## config.mk

```make
export PLATFORM = sky130hd
export DESIGN_NAME = shift_rows_pipe
export DESIGN_NICKNAME = d
export VERILOG_FILES = /design/src/rtl/aes_pkg.sv /design/src/rtl/rijndael_shift_perm.sv /design/src/rtl/shift_rows_pipe.sv
export SDC_FILE = /design/constraint.sdc
export NUM_CORES = 1
export LEC_CHECK = 0
export BUFFER_PORTS_ARGS = -buffer_cell sky130_fd_sc_hd__buf_2
export CAP_MARGIN = 5
export CORE_UTILIZATION = 35
export DETAILED_ROUTE_END_ITERATION = 7
export GPL_ROUTABILITY_DRIVEN = 0
export PLACE_DENSITY = 0.68
export SLEW_MARGIN = 20
export SYNTH_ARGS = -nofsm -noshare
export SYNTH_HDL_FRONTEND = slang
export SYNTH_SLANG_ARGS = --single-unit
```

## constraint.sdc

```tcl
create_clock -name clk -period 10 [get_ports clk]
set_input_delay 1.5 -clock clk [delete_from_list [all_inputs] [get_ports clk]]
set_output_delay 1.5 -clock clk [all_outputs]
set_load 0.02 [all_outputs]
```

## src/rtl/aes_pkg.sv

```systemverilog
// aes_pkg
// Shared constants and helpers for the Rijndael state datapath.
//   - Legal column counts (NB) for 128/192/256-bit blocks.
//   - shift_offset(nb, row): ShiftRows left-rotation amount for a row.
//   - byte_idx(row, col): byte number within a column-major state.
//   - SR_FWD / SR_INV: permutation mode select values.
//   - sr_state_e: occupancy state of the shift-rows output buffer,
//     encoded as {main valid, skid valid}.
package aes_pkg;

    localparam int NB_128 = 4;
    localparam int NB_192 = 6;
    localparam int NB_256 = 8;

    localparam logic SR_FWD = 1'b0;
    localparam logic SR_INV = 1'b1;

    typedef enum logic [1:0] {
        ST_EMPTY = 2'b00,
        ST_ONE   = 2'b10,
        ST_FULL  = 2'b11
    } sr_state_e;

    // The 256-bit block skips offset 2: rows 2 and 3 rotate by 3 and 4.
    function automatic int shift_offset(input int nb, input int row);
        if (nb == NB_256 && row >= 2) begin
            return row + 1;
        end
        return row;
    endfunction

    function automatic int byte_idx(input int row, input int col);
        return col * 4 + row;
    endfunction

endpackage

```

## src/rtl/rijndael_shift_perm.sv

```systemverilog
// rijndael_shift_perm
// Pure combinational ShiftRows / InvShiftRows byte permutation.
// Ports:
//   data_in  [32*NB-1:0]  state block, byte 0 in the MSB byte, column-major
//   inv                   SR_FWD = ShiftRows, SR_INV = InvShiftRows
//   data_out [32*NB-1:0]  permuted block
module rijndael_shift_perm
    import aes_pkg::*;
#(
    parameter int NB = 4
) (
    input  logic [32*NB-1:0] data_in,
    input  logic             inv,
    output logic [32*NB-1:0] data_out
);

    localparam int BLK_W = 32 * NB;

    if (NB != NB_128 && NB != NB_192 && NB != NB_256) begin : g_bad_nb
        $error("rijndael_shift_perm: NB must be 4, 6 or 8");
    end

    // Every output byte is a fixed 2:1 mux between its forward and inverse
    // source byte; all indices resolve at elaboration.
    for (genvar c = 0; c < NB; c++) begin : g_col
        for (genvar r = 0; r < 4; r++) begin : g_row
            localparam int OFS   = shift_offset(NB, r);
            localparam int DST   = byte_idx(r, c);
            localparam int SRC_F = byte_idx(r, (c + OFS) % NB);
            localparam int SRC_I = byte_idx(r, (c - OFS + NB) % NB);

            assign data_out[BLK_W-1-8*DST -: 8] =
                (inv == SR_INV) ? data_in[BLK_W-1-8*SRC_I -: 8]
                                : data_in[BLK_W-1-8*SRC_F -: 8];
        end
    end

endmodule

```

## src/rtl/shift_rows_pipe.sv

```systemverilog
// shift_rows_pipe
// Registered ShiftRows / InvShiftRows stage with valid/ready handshake and
// a two-entry (main + skid) buffer so one block per cycle is sustained
// under backpressure.
// Ports:
//   clk, rst              clock, asynchronous active-high reset
//   in_valid / in_ready   input handshake; in_ready is a register output
//   in_data  [BLK_W]      state block
//   in_inv                0 = ShiftRows, 1 = InvShiftRows (sampled on accept)
//   in_tag   [TAG_W]      sideband carried with the block
//   out_valid / out_ready output handshake
//   out_data [BLK_W]      permuted block
//   out_tag  [TAG_W]      tag of the same block
module shift_rows_pipe
    import aes_pkg::*;
#(
    parameter  int NB    = 4,
    parameter  int TAG_W = 4,
    localparam int BLK_W = 32 * NB
) (
    input  logic             clk,
    input  logic             rst,
    input  logic             in_valid,
    output logic             in_ready,
    input  logic [BLK_W-1:0] in_data,
    input  logic             in_inv,
    input  logic [TAG_W-1:0] in_tag,
    output logic             out_valid,
    input  logic             out_ready,
    output logic [BLK_W-1:0] out_data,
    output logic [TAG_W-1:0] out_tag
);

    sr_state_e        state_q, state_d;
    logic [BLK_W-1:0] perm_data;
    logic [BLK_W-1:0] m_data_q, m_data_d;
    logic [BLK_W-1:0] s_data_q, s_data_d;
    logic [TAG_W-1:0] m_tag_q, m_tag_d;
    logic [TAG_W-1:0] s_tag_q, s_tag_d;
    logic             accept;
    logic             pop;

    rijndael_shift_perm #(.NB(NB)) u_perm (
        .data_in  (in_data),
        .inv      (in_inv),
        .data_out (perm_data)
    );

    assign accept = in_valid & in_ready;
    assign pop    = out_valid & out_ready;

    // State register.
    always_ff @(posedge clk or posedge rst) begin
        if (rst) begin
            state_q <= ST_EMPTY;
        end else begin
            state_q <= state_d;
        end
    end

    // Next-state logic.
    always_comb begin
        state_d = state_q;
        case (state_q)
            ST_EMPTY: begin
                if (accept) state_d = ST_ONE;
            end
            ST_ONE: begin
                // An accept while stalled must park in the skid entry;
                // overwriting M would drop the block it holds.
                if (accept && !out_ready) begin
                    state_d = ST_FULL;
                end else if (!accept && pop) begin
                    state_d = ST_EMPTY;
                end
            end
            ST_FULL: begin
                if (pop) state_d = ST_ONE;
            end
            default: state_d = ST_EMPTY;
        endcase
    end

    // Outputs: each flag is one bit of the state encoding, so both are
    // straight register outputs with no path from out_ready.
    always_comb begin
        out_valid = (state_q != ST_EMPTY);
        in_ready  = (state_q != ST_FULL);
    end

    // Storage next-state.
    always_comb begin
        m_data_d = m_data_q;
        m_tag_d  = m_tag_q;
        s_data_d = s_data_q;
        s_tag_d  = s_tag_q;
        if (state_q == ST_FULL && pop) begin
            m_data_d = s_data_q;
            m_tag_d  = s_tag_q;
        end else if (accept && (state_q == ST_EMPTY || out_ready)) begin
            m_data_d = perm_data;
            m_tag_d  = in_tag;
        end else if (accept) begin
            s_data_d = perm_data;
            s_tag_d  = in_tag;
        end
    end

    always_ff @(posedge clk or posedge rst) begin
        if (rst) begin
            m_data_q <= '0;
            m_tag_q  <= '0;
            s_data_q <= '0;
            s_tag_q  <= '0;
        end else begin
            m_data_q <= m_data_d;
            m_tag_q  <= m_tag_d;
            s_data_q <= s_data_d;
            s_tag_q  <= s_tag_d;
        end
    end

    assign out_data = m_data_q;
    assign out_tag  = m_tag_q;

endmodule

```

=== Yosys cells after proc, flatten, opt, wreduce, memory -nomap -nowiden ===
Index checks and enable logic that the tools add are counted.

* Reduce and logical (&&, ||, !) cells: 12
* Bitwise gates (word level): 4
* Equality and inequality tests: 6
* Multiplexer cells: 17

{| class="wikitable"
|+ Operators with widths
! kind !! count
|-
| 2-to-1 mux 128 bit || 2
|-
| 2-to-1 mux 8 bit || 8
|-
| 2-to-1 mux 2 bit || 4
|-
| 2-to-1 mux 4 bit || 2
|-
| != test 2 bit (second input constant) || 3
|-
| case mux 2 bit (3 select lines) || 1
|-
| AND reduction 3 bit || 2
|-
| equality test 2 bit (second input constant) || 2
|-
| logical AND 1 bit || 4
|-
| nonzero test 2 bit || 2
|-
| != test 3 bit (second input constant) || 1
|-
| bitwise AND 1 bit || 2
|-
| zero test 1 bit || 2
|-
| zero test 2 bit || 1
|-
| NOT 1 bit || 2
|-
| logical OR 1 bit || 1
|}

* Flip-flop bits (word level): 266
* Logic and storage cells: 44
* Input bits: 137
* Output and inout port bits: 134

=== Longest topological paths before layout ===
Gate-level depths: netlist of the first run.

* Word-level depth: 7
* Depth in mapped cells: 9
* Depth with buffers taken out: 6

=== Modules after synthesis ===
From an unflattened synthesis of the first run, not the netlist that was laid out.

* Cell total of the unflattened synthesis: 1,013
* Area total of the unflattened synthesis: 12,746.0 sq um

{| class="wikitable"
|+ By module, submodules not included
! module !! cells each !! sequential area each (sq um) !! area each (sq um) !! times used
|-
| shift_rows_pipe || 878 || 6,656.4 || 11,188.2 || 1
|-
| rijndael_shift_perm || 135 || 0.0 || 1,557.7 || 1
|}

=== Worst setup path before layout of the first run ===
No wires, ideal clock.

* Path kind: input-to-reg
* Start point: input out_ready
* End point: register m_data_q[8], in the netlist out_data[8]
* Path slack: 7,214 ps
* Required time: 9,873 ps
* Library setup time: 127 ps
* Buffers on the path: 3
* Stages: 7
* Arrival: 2,659 ps
* Cell sequence: buf_2 nor2_2 a211o_1 buf_6 buf_6 a222oi_1 inv_1

* Cells in the longest elaborated chain, start to end: 3
* Elaborated cells on any way between the ends: 6
* Those cells by class: 1 x mux; 1 x bitwise; 4 x reduce/logical

{| class="wikitable"
|+ Ends and longest elaborated chain
! element !! line !! text
|-
| start, declared || shift_rows_pipe.sv:29 || <nowiki>input logic out_ready,</nowiki>
|-
| bitwise AND 1 bit or logical OR 1 bit (tied branches) || shift_rows_pipe.sv:50, shift_rows_pipe.sv:100 ||
|-
| logical AND 1 bit, on equally long branches || shift_rows_pipe.sv:97, shift_rows_pipe.sv:100 ||
|-
| 2-to-1 mux 128 bit or nonzero test 2 bit (tied branches) || - ||
|-
| end signal, assigned || shift_rows_pipe.sv:116 || <nowiki>m_data_q <= m_data_d;</nowiki>
|-
| end, declared || shift_rows_pipe.sv:36 || <nowiki>logic [BLK_W-1:0] m_data_q, m_data_d;</nowiki>
|}

Several ways; a longest one is shown, not always the timed one.
A chain may end at the register's enable or synchronous reset.

=== Final worst setup path of the first run ===
* Start point: register state_q[0]
* End point: output out_valid

* Cells in the longest elaborated chain, start to end: 1

{| class="wikitable"
|+ Ends and longest elaborated chain
! element !! line !! text
|-
| start, declared || shift_rows_pipe.sv:34 || <nowiki>sr_state_e state_q, state_d;</nowiki>
|-
| start signal, assigned || shift_rows_pipe.sv:57 || <nowiki>state_q <= state_d;</nowiki>
|-
| nonzero test 2 bit || shift_rows_pipe.sv:87 || <nowiki>out_valid = (state_q != ST_EMPTY);</nowiki>
|-
| end, declared || shift_rows_pipe.sv:28 || <nowiki>output logic out_valid,</nowiki>
|}

Every way passes these cells.

==> results of run 1 <==
## layout by cell type (no fill, tap or decap)
cell type   instances
buf_2             269
dfrtp_1           266
nor2_1            196
nand2_1           194
a21oi_1           130
mux2_2             69
a31oi_1            65
mux2i_1            64
o21ai_0            64
clkbuf_16          29
buf_4              11
clkbuf_8            8
inv_1               7
ha_1                5
bufinv_16           5
clkbuf_1            5
diode_2             3
a222oi_1            3
clkinv_2            2
nand2b_1            1
nor3_4              1
mux2_1              1
nor2_2              1
a211o_4             1
and3b_4             1
a211oi_4            1
nand3_2             1
inv_8               1
or3b_2              1
xor2_1              1
a221o_1             1
inv_6               1
clkinvlp_4          1
## sequential cells by signal (all words and copies together), names as in the netlist
| signal | count |
|---|---|
| out_data | 128 |
| s_data_q | 128 |
| out_tag | 4 |
| s_tag_q | 4 |
| state_q | 2 |
## cell families after synthesis
| logic type | count (synthesis) | share of synthesized area (%) |
|---|---|---|
| adders and majority gates | 5 | 0.542 |
| AOI/OAI and AO/OA | 265 | 12.5 |
| muxes | 134 | 12.4 |
| DFF | 266 | 57.7 |
| buffers and inverters | 94 | 3.75 |
| xor gates and xnor gates | 1 | 0.0759 |
| and+or+nand+nor | 396 | 13.1 |
## final cells by class
cell class                 instances  area (um2)  share of cell area, %
clock inverter                     9         176                   1.24
multi-input combinational        801        4480                   31.6
clock buffer                      42         855                   6.02
inverter                           8        37.5                  0.264
sequential                       266        6660                   46.9
tap                              442         553                   3.90
timing repair buffer             280        1430                   10.1
antenna                            3        7.51                 0.0529
## metrics by stage
stage          total power, mW  std cells  cell area [um2]
2_1_floorplan             2.98       1161            11500
3_3_place_gp              3.47       1797            13200
3_5_place_dp              3.53       1797            13200
4_1_cts                   4.69       1848            14200
5_1_grt                   4.97       1850            14200
6_report                  4.64       1851            14200
## worst max-delay path: cells and delay by family (launching register included)
family                   cells  cell delay, ns
buffers and inverters        3            0.48
flip-flops                   1            0.43
adder cells (fa/ha/maj)      1            0.41
## power by group through the flow
stage               combinational (mW)  clock, mW  sequential [mW]
detailed placement                1.62          0             1.91
global route                      1.78       1.22             1.97
finish                            1.59       1.14             1.90
CTS                               1.62       1.17             1.90
global placement                  1.58          0             1.89
floorplan                        0.776          0             2.20
## layer usage
| metal | global-route usage [%] | share of wire, % | up-vias |
|---|---|---|---|
| li1 | - | - | 4390 |
| met1 | 21.3 | 43 | 4277 |
| met2 | 25.9 | 44 | 250 |
| met3 | 6.91 | 11 | 40 |
| met4 | 3.80 | 1.5 | 6 |
| met5 | 0 | 0.13 | - |
## worst max-delay path by stage
stage | endpoint | cells after the start
floorplan | out_data[0]$_DFFE_PP0P_ | 1
global placement | s_data_q[91]$_DFFE_PP0P_ | 5
detailed placement | s_data_q[108]$_DFFE_PP0P_ | 5
CTS | out_valid | 4
global route | out_valid | 4
finish | out_valid | 4
==> impl_metrics.toml, run 1 <==
[status]
outcome = "completed"

[setup_path]
r2r_start = "state_q[0]$_DFFE_PP0P_"
cpMostUsedCell = "inv_1"
rr_endpoint = "out_data[2]$_DFFE_PP0P_"
crit_fanout = 7
r2r_slack_ns = 6.98
crit_path_top_delay_cell = "dfrtp_1"
endpoint_kind = "output port"
cp.required_ns = 8.50
path_cells = "inv_1, ha_1, inv_1, buf_2"
cpPeakStageDelay_ns = 0.43
path_class = "reg -> out"
crit_arrival_ns = 1.86
ff2ff_path_depth = 7
cp-startpoint = "state_q[0]$_DFFE_PP0P_"
cp-start-kind = "flop"

[cts]
htreeDepth = 1
clockBufferDepth = 3
cts_tree = "yes"
cts_setup_buffers = 0
clkSinkCount = 266
cts_buffers = 29
clkTransAtPathRegs_ns = 0.06
cts_resized = 0
cts_root_buffer = "clkbuf_16"
hold_buffers = 0
clkLatencyLatePin_ns = 0.54

[timing]
min_period_over_period_pct = 33.6
finClkSkew_ns = 0.00780
rsz0062_at_grt = "false"
drv_slew = 0
timing.hold.ws_ns = 0.470
tns_ns = 0
fmax_mhz = 298
setup_viol = 0
hold_violations = 0
worst_slew_pin_slew_ns = 1.13
slew_headroom_pct = 24.6
fin_ws_ns = 6.64
finalCriticalPeriod_ns = 3.36

[power_and_ir_drop]
p_sw_share_pct = 36.8
switchingPower_mw = 1.71
p_leak_nw = 6.61
p_int_mw = 2.93
pwr-share-comb_pct = 34.4
p_seq_share_pct = 41.0
p_per_area_mw_per_mm2 = 327
clkPwrFrac_pct = 24.6
ir_drop_v = 0.000174

[logic_synthesis]
synth_area_leaders = "dfrtp_1 (58%), mux2_2 (6.7%), nor2_1 (6.4%)"
ys_seq_area_share_pct = 57.7
synth_edf_count = 0
syn_avg_cell_area_um2 = 9.94
synth_nets = 1303
syn_area_mm2 = 0.0115
synthCells = 1161
yosys.area.top_type = "dfrtp_1"
ys_ff_latch = 266
yosys_warnings = 0
synthFlopType = "dfrtp_1"
synth_most_common_cell = "dfrtp_1"
synth_commonest_cells = "dfrtp_1 (266), nor2_1 (196), nand2_1 (194)"
async_reset_ff_share_pct = 100
ys_types = 27
yosys.area.top_type_share_pct = 57.7

[floorplan]
die_h_um = 184
core_region_area_mm2 = 0.0325
row_count = 66
dieArea_mm2 = 0.0337
initial_core_util_pct = 35.6
die_w_um = 184
ios = 271

[hold_path]
whs_path_depth = 2
hp-start = "out_data[80]$_DFFE_PP0P_"
hold_path_class = "reg -> reg"
hold_end = "out_data[80]$_DFFE_PP0P_"

[final_layout]
nets = 1528
post-route-util_pct = 43.7
area_growth_pct = 23.0
fillers = 3128
drive_above_1_share_pct = 28.7

[drt]
antenna_left = 0
wl_per_cell_um = 15.1
drc = 0
vias_per_cell = 4.84
drt_first_pass_iters = 5
via_count = 8963
wl_um = 27900
drt_iter0_markers = 456

[placed_design]
portBuffers = 270
hpwl_um = 18700
place_ws_ns = 6.28

[job]
drv_cap = 0

[grt]
track_usage_pct = 16.6
first_global_vias = 8700
antenna_found_initial = 7
globalRoute.totalOverflow = 0
grt_pass1_wl_um = 45300
grt_max_degree = 128
Power figures use the tool's default switching activity.
==> run 2: changes to the inputs <==
--- a/config.mk
+++ b/config.mk
@@ -5,12 +5,13 @@
 export SDC_FILE = /design/constraint.sdc
 export NUM_CORES = 1
 export LEC_CHECK = 0
+export ABC_AREA = 1
 export BUFFER_PORTS_ARGS = -buffer_cell sky130_fd_sc_hd__buf_2
 export CAP_MARGIN = 5
 export CORE_UTILIZATION = 35
 export DETAILED_ROUTE_END_ITERATION = 7
 export GPL_ROUTABILITY_DRIVEN = 0
-export PLACE_DENSITY = 0.68
+export PLACE_DENSITY = 0.7
 export SLEW_MARGIN = 20
 export SYNTH_ARGS = -nofsm -noshare
 export SYNTH_HDL_FRONTEND = slang
==> constraint.sdc (replaced) <==
create_clock -name clk -period 2.7 [get_ports clk]
set_input_delay 0.405 -clock clk [delete_from_list [all_inputs] [get_ports clk]]
set_output_delay 0.405 -clock clk [all_outputs]
set_load 0.02 [all_outputs]
==> run 2 against run 1 <==
  * Highest routed layer unchanged
  * First-iteration DRC count rose by 31%
  * Via count grew 16%
  * Routed wire length up 13%
  * Sequential power rose to 3.7 times the previous value
  * Sequential share of layout area is 2.0 points lower
  * Register-to-register slack worse by 6.6 ns
  * Combinational power rose to 3.8 times the previous value
  * Critical endpoint is now s_data_q[72]$_DFFE_PP0P_
  * Worst hold slack lost 0.37 ns
  * Global-route usage is 1.6 points higher
  * Final area is 4.4% higher
==> impl_metrics.toml, run 2 <==
[placed_design]
hpwl_um = 20500
portBuffers = 270
place_area_mm2 = 0.0138
dp.cells = 2099

[timing]
finalCriticalPeriod_ns = 2.32
slew_headroom_pct = 29.0
hold_violations = 0
drv_slew = 0
fmax_mhz = 432
min_period_over_period_pct = 85.8
setup_viol = 0
tns_ns = 0
finClkSkew_ns = 0.0118
rsz0062_at_grt = "false"
worst_slew_pin_slew_ns = 1.07

[cts]
clkTransAtPathRegs_ns = 0.06
cts_resized = 0
clkSinkCount = 266
cts_buffers = 30
htreeDepth = 1
cts_root_buffer = "clkbuf_16"
clockBufferDepth = 3
clkLatencyLatePin_ns = 0.54
cts_tree = "yes"

[grt]
grt_max_degree = 170
antenna_found_initial = 8
globalRoute.totalOverflow = 0
track_usage_pct = 18.2
grtUsageMet1_pct = 23.9
grtUsageMet2_pct = 29.5
grt_pass1_wl_um = 52700
grt_busiest_layer = "met2"
grt_use_met3_pct = 3.45
first_global_vias = 10300

[floorplan]
initial_core_util_pct = 35.7
row_count = 67
dieArea_mm2 = 0.0350
die_h_um = 187
ios = 271
die_w_um = 187
core_region_area_mm2 = 0.0336

[power_and_ir_drop]
p_per_area_mw_per_mm2 = 1170
p_sw_share_pct = 38.8
switchingPower_mw = 6.72
p_int_mw = 10.6
p_leak_nw = 7.82
p_seq_share_pct = 40.6
pwr-share-comb_pct = 34.7
clkPwrFrac_pct = 24.7
ir_drop_v = 0.000594

[logic_synthesis]
yosys.area.top_type = "dfrtp_1"
ys_ff_latch = 266
synth_most_common_cell = "nand2_1"
syn_area_mm2 = 0.0120
synth_edf_count = 0
synth_nets = 1603
synthCells = 1461
synth_commonest_cells = "nand2_1 (509), dfrtp_1 (266), o21ai_0 (225)"
synth_area_leaders = "dfrtp_1 (55%), nand2_1 (16%), o21ai_0 (9.4%)"
async_reset_ff_share_pct = 100
synthFlopType = "dfrtp_1"
ys_seq_area_share_pct = 55.5
yosys.area.top_type_share_pct = 55.5
yosys_warnings = 0
syn_avg_cell_area_um2 = 8.21
ys_types = 19

[final_layout]
final_cell_mix = "nand2_1 (507), buf_2 (269), dfrtp_1 (266)"
stdcell_area_mm2 = 0.0148
final_cells = 2159
nets = 1826
layout_commonest_cell = "nand2_1"
drive_above_1_share_pct = 20.6
fillers = 3332
area_growth_pct = 23.5

[setup_path]
cp.required_ns = 3.18
rr_endpoint = "s_data_q[72]$_DFFE_PP0P_"
cp-startpoint = "state_q[0]$_DFFE_PP0P_"
endpoint_kind = "flop"
cp-start-kind = "flop"
crit_fanout = 169
crit_end = "s_data_q[72]$_DFFE_PP0P_"
crit_arrival_ns = 2.80
path_class = "reg -> reg"
ff2ff_path_depth = 8
r2r_slack_ns = 0.38
r2r_start = "state_q[0]$_DFFE_PP0P_"

[drt]
drc = 0
drt_iter0_markers = 599
drt_first_pass_iters = 6
wl_um = 31500
vias_per_cell = 4.82
antenna_left = 0
via_count = 10400
wl_per_cell_um = 14.6

[status]
outcome = "completed"

[hold_path]
hold_path_class = "in -> reg"

[job]
drv_cap = 0
-- run 2: changes by cell type in the layout (fill, tap and decap cells not counted), sizes merged, moves of 65 or more --
| cell | before | now |
|---|---|---|
| nand2 | 194 | 511 |
| o21ai | 64 | 225 |
| nor2 | 197 | 75 |
| inv | 9 | 104 |
| mux2 | 70 | 0 |
| o211ai | 0 | 67 |
| a31oi | 65 | 0 |
-- run 2: power by group through the flow --
stage | sequential (mW) | clock, mW | combinational (mW)
2_1_floorplan | 8.12 | 0 | 2.81
3_3_place_gp | 6.99 | 0 | 5.91
3_5_place_dp | 7.05 | 0 | 6.07
4_1_cts | 7.02 | 4.41 | 6.08
5_1_grt | 7.27 | 4.58 | 6.72
6_report | 7.02 | 4.28 | 6.00
-- run 2: worst max-delay path: stages (launching register included) --
cell and delay (ns):
dfrtp_1 0.43, inv_1 0.09, ha_1 0.25, nor2_1 0.18, nor2_4 0.09, nor2_8 0.11
buf_12 0.38, nand3_1 0.17, nand2_1 0.14
-- run 2: cell type report --
cell class                      count  area, um2  share of cell area [%]
Antenna cell                        5       12.5                  0.0844
Clock buffer                       41        853                    5.76
Timing Repair Buffer              293       1680                    11.3
Multi-Input combinational cell    988       4470                    30.2
Tap cell                          448        561                    3.78
Clock inverter                     13        190                    1.28
Inverter                          105        398                    2.68
Sequential cell                   266       6660                    44.9
-- run 2: metrics by stage --
stage                     hold WS (ns)  worst slack (ns)  power [mW]  util [%]
after CTS                       0.0645             0.517        17.5      44.1
after detailed placement         0.423             0.547        13.1      40.9
after floorplan                  0.443             -1.22        10.9         -
final                           0.0968             0.385        17.3      44.1
after global routing            0.0767             0.347        18.6      44.1
after global placement           0.437             0.635        12.9      40.9
-- run 2: worst min-delay path by stage --
| stage | from | endpoint | slack [ns] | cells after the start |
|---|---|---|---|---|
| after floorplan | s_data_q[11]$_DFFE_PP0P_ | s_data_q[11]$_DFFE_PP0P_ | 0.44 | 2 |
| final | in_data[110] | s_data_q[46]$_DFFE_PP0P_ | 0.1 | 3 |
| after global placement | rst | s_data_q[95]$_DFFE_PP0P_ | 0.44 | 2 |
| after detailed placement | rst | s_data_q[95]$_DFFE_PP0P_ | 0.42 | 2 |
| after global routing | in_data[56] | s_data_q[56]$_DFFE_PP0P_ | 0.08 | 3 |
| after CTS | in_data[110] | s_data_q[46]$_DFFE_PP0P_ | 0.06 | 3 |
-- run 2: repair_timing --
action,CTS,global route
hold buffers,1,0
buffers inserted,0,0
hold endpoints to repair,9,0
-- run 2: cells by family (layout without fill, tap and decap cells) --
group                      after synthesis  count (layout)  synth area share, %
buffers and inverters                  207             452                 7.40
DFF                                    266             266                 55.5
AOI/OAI and AO/OA                      358             358                 16.3
adders and majority gates                5               5                0.521
and+or+nand+nor                        625             625                 20.3
other                                    0               5                    0
-- run 2: layer usage --
metal  vias to the layer above  share of wire [%]
li1                       5164                  -
met1                      4903                 45
met2                       269                 46
met3                        73                5.7
met4                         4                3.4
met5                         -               0.10
==> run 3: changes to the inputs <==
--- a/config.mk
+++ b/config.mk
@@ -12,6 +12,7 @@
 export DETAILED_ROUTE_END_ITERATION = 7
 export GPL_ROUTABILITY_DRIVEN = 0
 export PLACE_DENSITY = 0.7
+export RECOVER_POWER = 25
 export SLEW_MARGIN = 20
 export SYNTH_ARGS = -nofsm -noshare
 export SYNTH_HDL_FRONTEND = slang
==> run 3 against run 2 <==
  * Fmax is essentially flat
  * Sequential cell count unchanged
  * Register-to-register slack about the same
  * Clock skew about the same
  * Clock power about the same
  * Core utilization about the same
  * Largest cell class unchanged
  * Largest power group unchanged
==> impl_metrics.toml, run 3 (synthesis results as in run 2) <==
[floorplan]
core_region_area_mm2 = 0.0336
die_h_um = 187
initial_core_util_pct = 35.7
dieArea_mm2 = 0.0350
row_count = 67
die_w_um = 187
ios = 271

[final_layout]
multi_input_area_mm2 = 0.00447
drive_above_1_share_pct = 20.5
layout_commonest_cell = "nand2_1"
fillers = 3335
area_growth_pct = 23.4
regArea_mm2 = 0.00666
final_cell_mix = "nand2_1 (507), buf_2 (269), dfrtp_1 (266)"
final_cells = 2159
nets = 1826
stdcell_area_mm2 = 0.0148

[grt]
first_global_vias = 10300
grt_pass1_wl_um = 52700
grt_max_degree = 170
globalRoute.totalOverflow = 0
antenna_found_initial = 8
track_usage_pct = 18.2

[drt]
via_count = 10400
drt_iter0_markers = 601
wl_um = 31500
wl_per_cell_um = 14.6
drt_first_pass_iters = 6
vias_per_cell = 4.83
drc = 0
antenna_left = 0

[cts]
clkTransAtPathRegs_ns = 0.06
clockBufferDepth = 3
cts_setup_buffers = 0
htreeDepth = 1
clkSinkCount = 266
cts_buffers = 30
cts_tree = "yes"
clkLatencyLatePin_ns = 0.54
cts_root_buffer = "clkbuf_16"

[timing]
setup_viol = 0
tns_ns = 0
hold_violations = 0
rsz0062_at_grt = "false"
worst_slew_pin_slew_ns = 1.06
min_period_over_period_pct = 85.7
timing.hold.ws_ns = 0.0971
finalCriticalPeriod_ns = 2.31
slew_headroom_pct = 29.1
drv_slew = 0
finClkSkew_ns = 0.0115
fmax_mhz = 432

[power_and_ir_drop]
ir_drop_v = 0.000594
p_leak_nw = 7.81
p_per_area_mw_per_mm2 = 1170

[setup_path]
endpoint_kind = "flop"
cp.required_ns = 3.18
crit_fanout = 169
crit_arrival_ns = 2.79
crit_path_top_delay_cell = "dfrtp_1"
cp-start-kind = "flop"
path_cells = "inv_1, ha_1, nor2_1, nor2_4, nor2_8, buf_12, nand3_1, nand2_1"
cpPeakStageDelay_ns = 0.43
path_class = "reg -> reg"

[status]
outcome = "completed"

[hold_path]
hold_path_class = "in -> reg"

[placed_design]
dp.cells = 2099
portBuffers = 270
place_area_mm2 = 0.0138
hpwl_um = 20500

[job]
drv_cap = 0
run 3: cell types whose count changed in the layout (fill, tap and decap cells not counted), sizes merged:
cell and change:
buf -3, clkbuf +3
run 3: path summary, 6_finish.rpt:
path / startpoint / endpoint / slack [ns] / depth (start not counted)
hold / removal: in_data[110] / s_data_q[46]$_DFFE_PP0P_ / 0.1 / 3
setup reg to reg: state_q[0]$_DFFE_PP0P_ / s_data_q[72]$_DFFE_PP0P_ / 0.39 / 8
hold reg to reg: s_data_q[29]$_DFFE_PP0P_ / s_data_q[29]$_DFFE_PP0P_ / 0.47 / 2
max in group asynchronous: rst / state_q[0]$_DFFE_PP0P_ / 1.16 / 4
min in group asynchronous: rst / s_data_q[95]$_DFFE_PP0P_ / 0.54 / 3
setup / recovery: state_q[0]$_DFFE_PP0P_ / s_data_q[72]$_DFFE_PP0P_ / 0.39 / 8
run 3: routing by layer:
layer / wire, um / vias up / global-route usage [%]
met3: 1860 / 73 / 3.45
li1: - / 5163 / -
met4: 1090 / 4 / 7.44
met1: 14000 / 4901 / 23.9
met5: 32 / - / 0
met2: 14500 / 281 / 29.5
run 3: where the power goes:
part	internal (mW)	switching [mW]
sequential	5.96	1.07
clock	2.67	1.61
combinational	1.95	4.04
total	10.6	6.72
run 3: through the flow:
stage          setup slack [ns]  total power, mW  utilization, %
4_1_cts                   0.517             17.5            44.1
2_1_floorplan             -1.22             10.9               -
3_5_place_dp              0.547             13.1            40.9
3_3_place_gp              0.635             12.9            40.9
5_1_grt                   0.347             18.6            44.1
6_report                  0.386             17.3            44.1
run 3: critical path, delay by kind of cell, from the launching register on:
kind          cells  cell delay [ns]
simple gates      5             0.68
buf+inv           2             0.47
fa+ha+maj         1             0.25
flops             1             0.43
run 3: final cells by class:
type / count / area share (%)
diodes: 5 / 0.0845
repair buffers: 293 / 11.3
clock inverters: 13 / 1.28
clock buffers: 41 / 5.76
flip-flops and latches: 266 / 45.0
well taps: 448 / 3.79
multi-input cells: 988 / 30.2
inverters: 105 / 2.67
run 3: timing repair:
action / CTS / global route
setup endpoints to repair: 0 / 0
hold buffers: 1 / 0
endpoints found under the hold margin: 9 / 0
gates resized for setup: 0 / 0
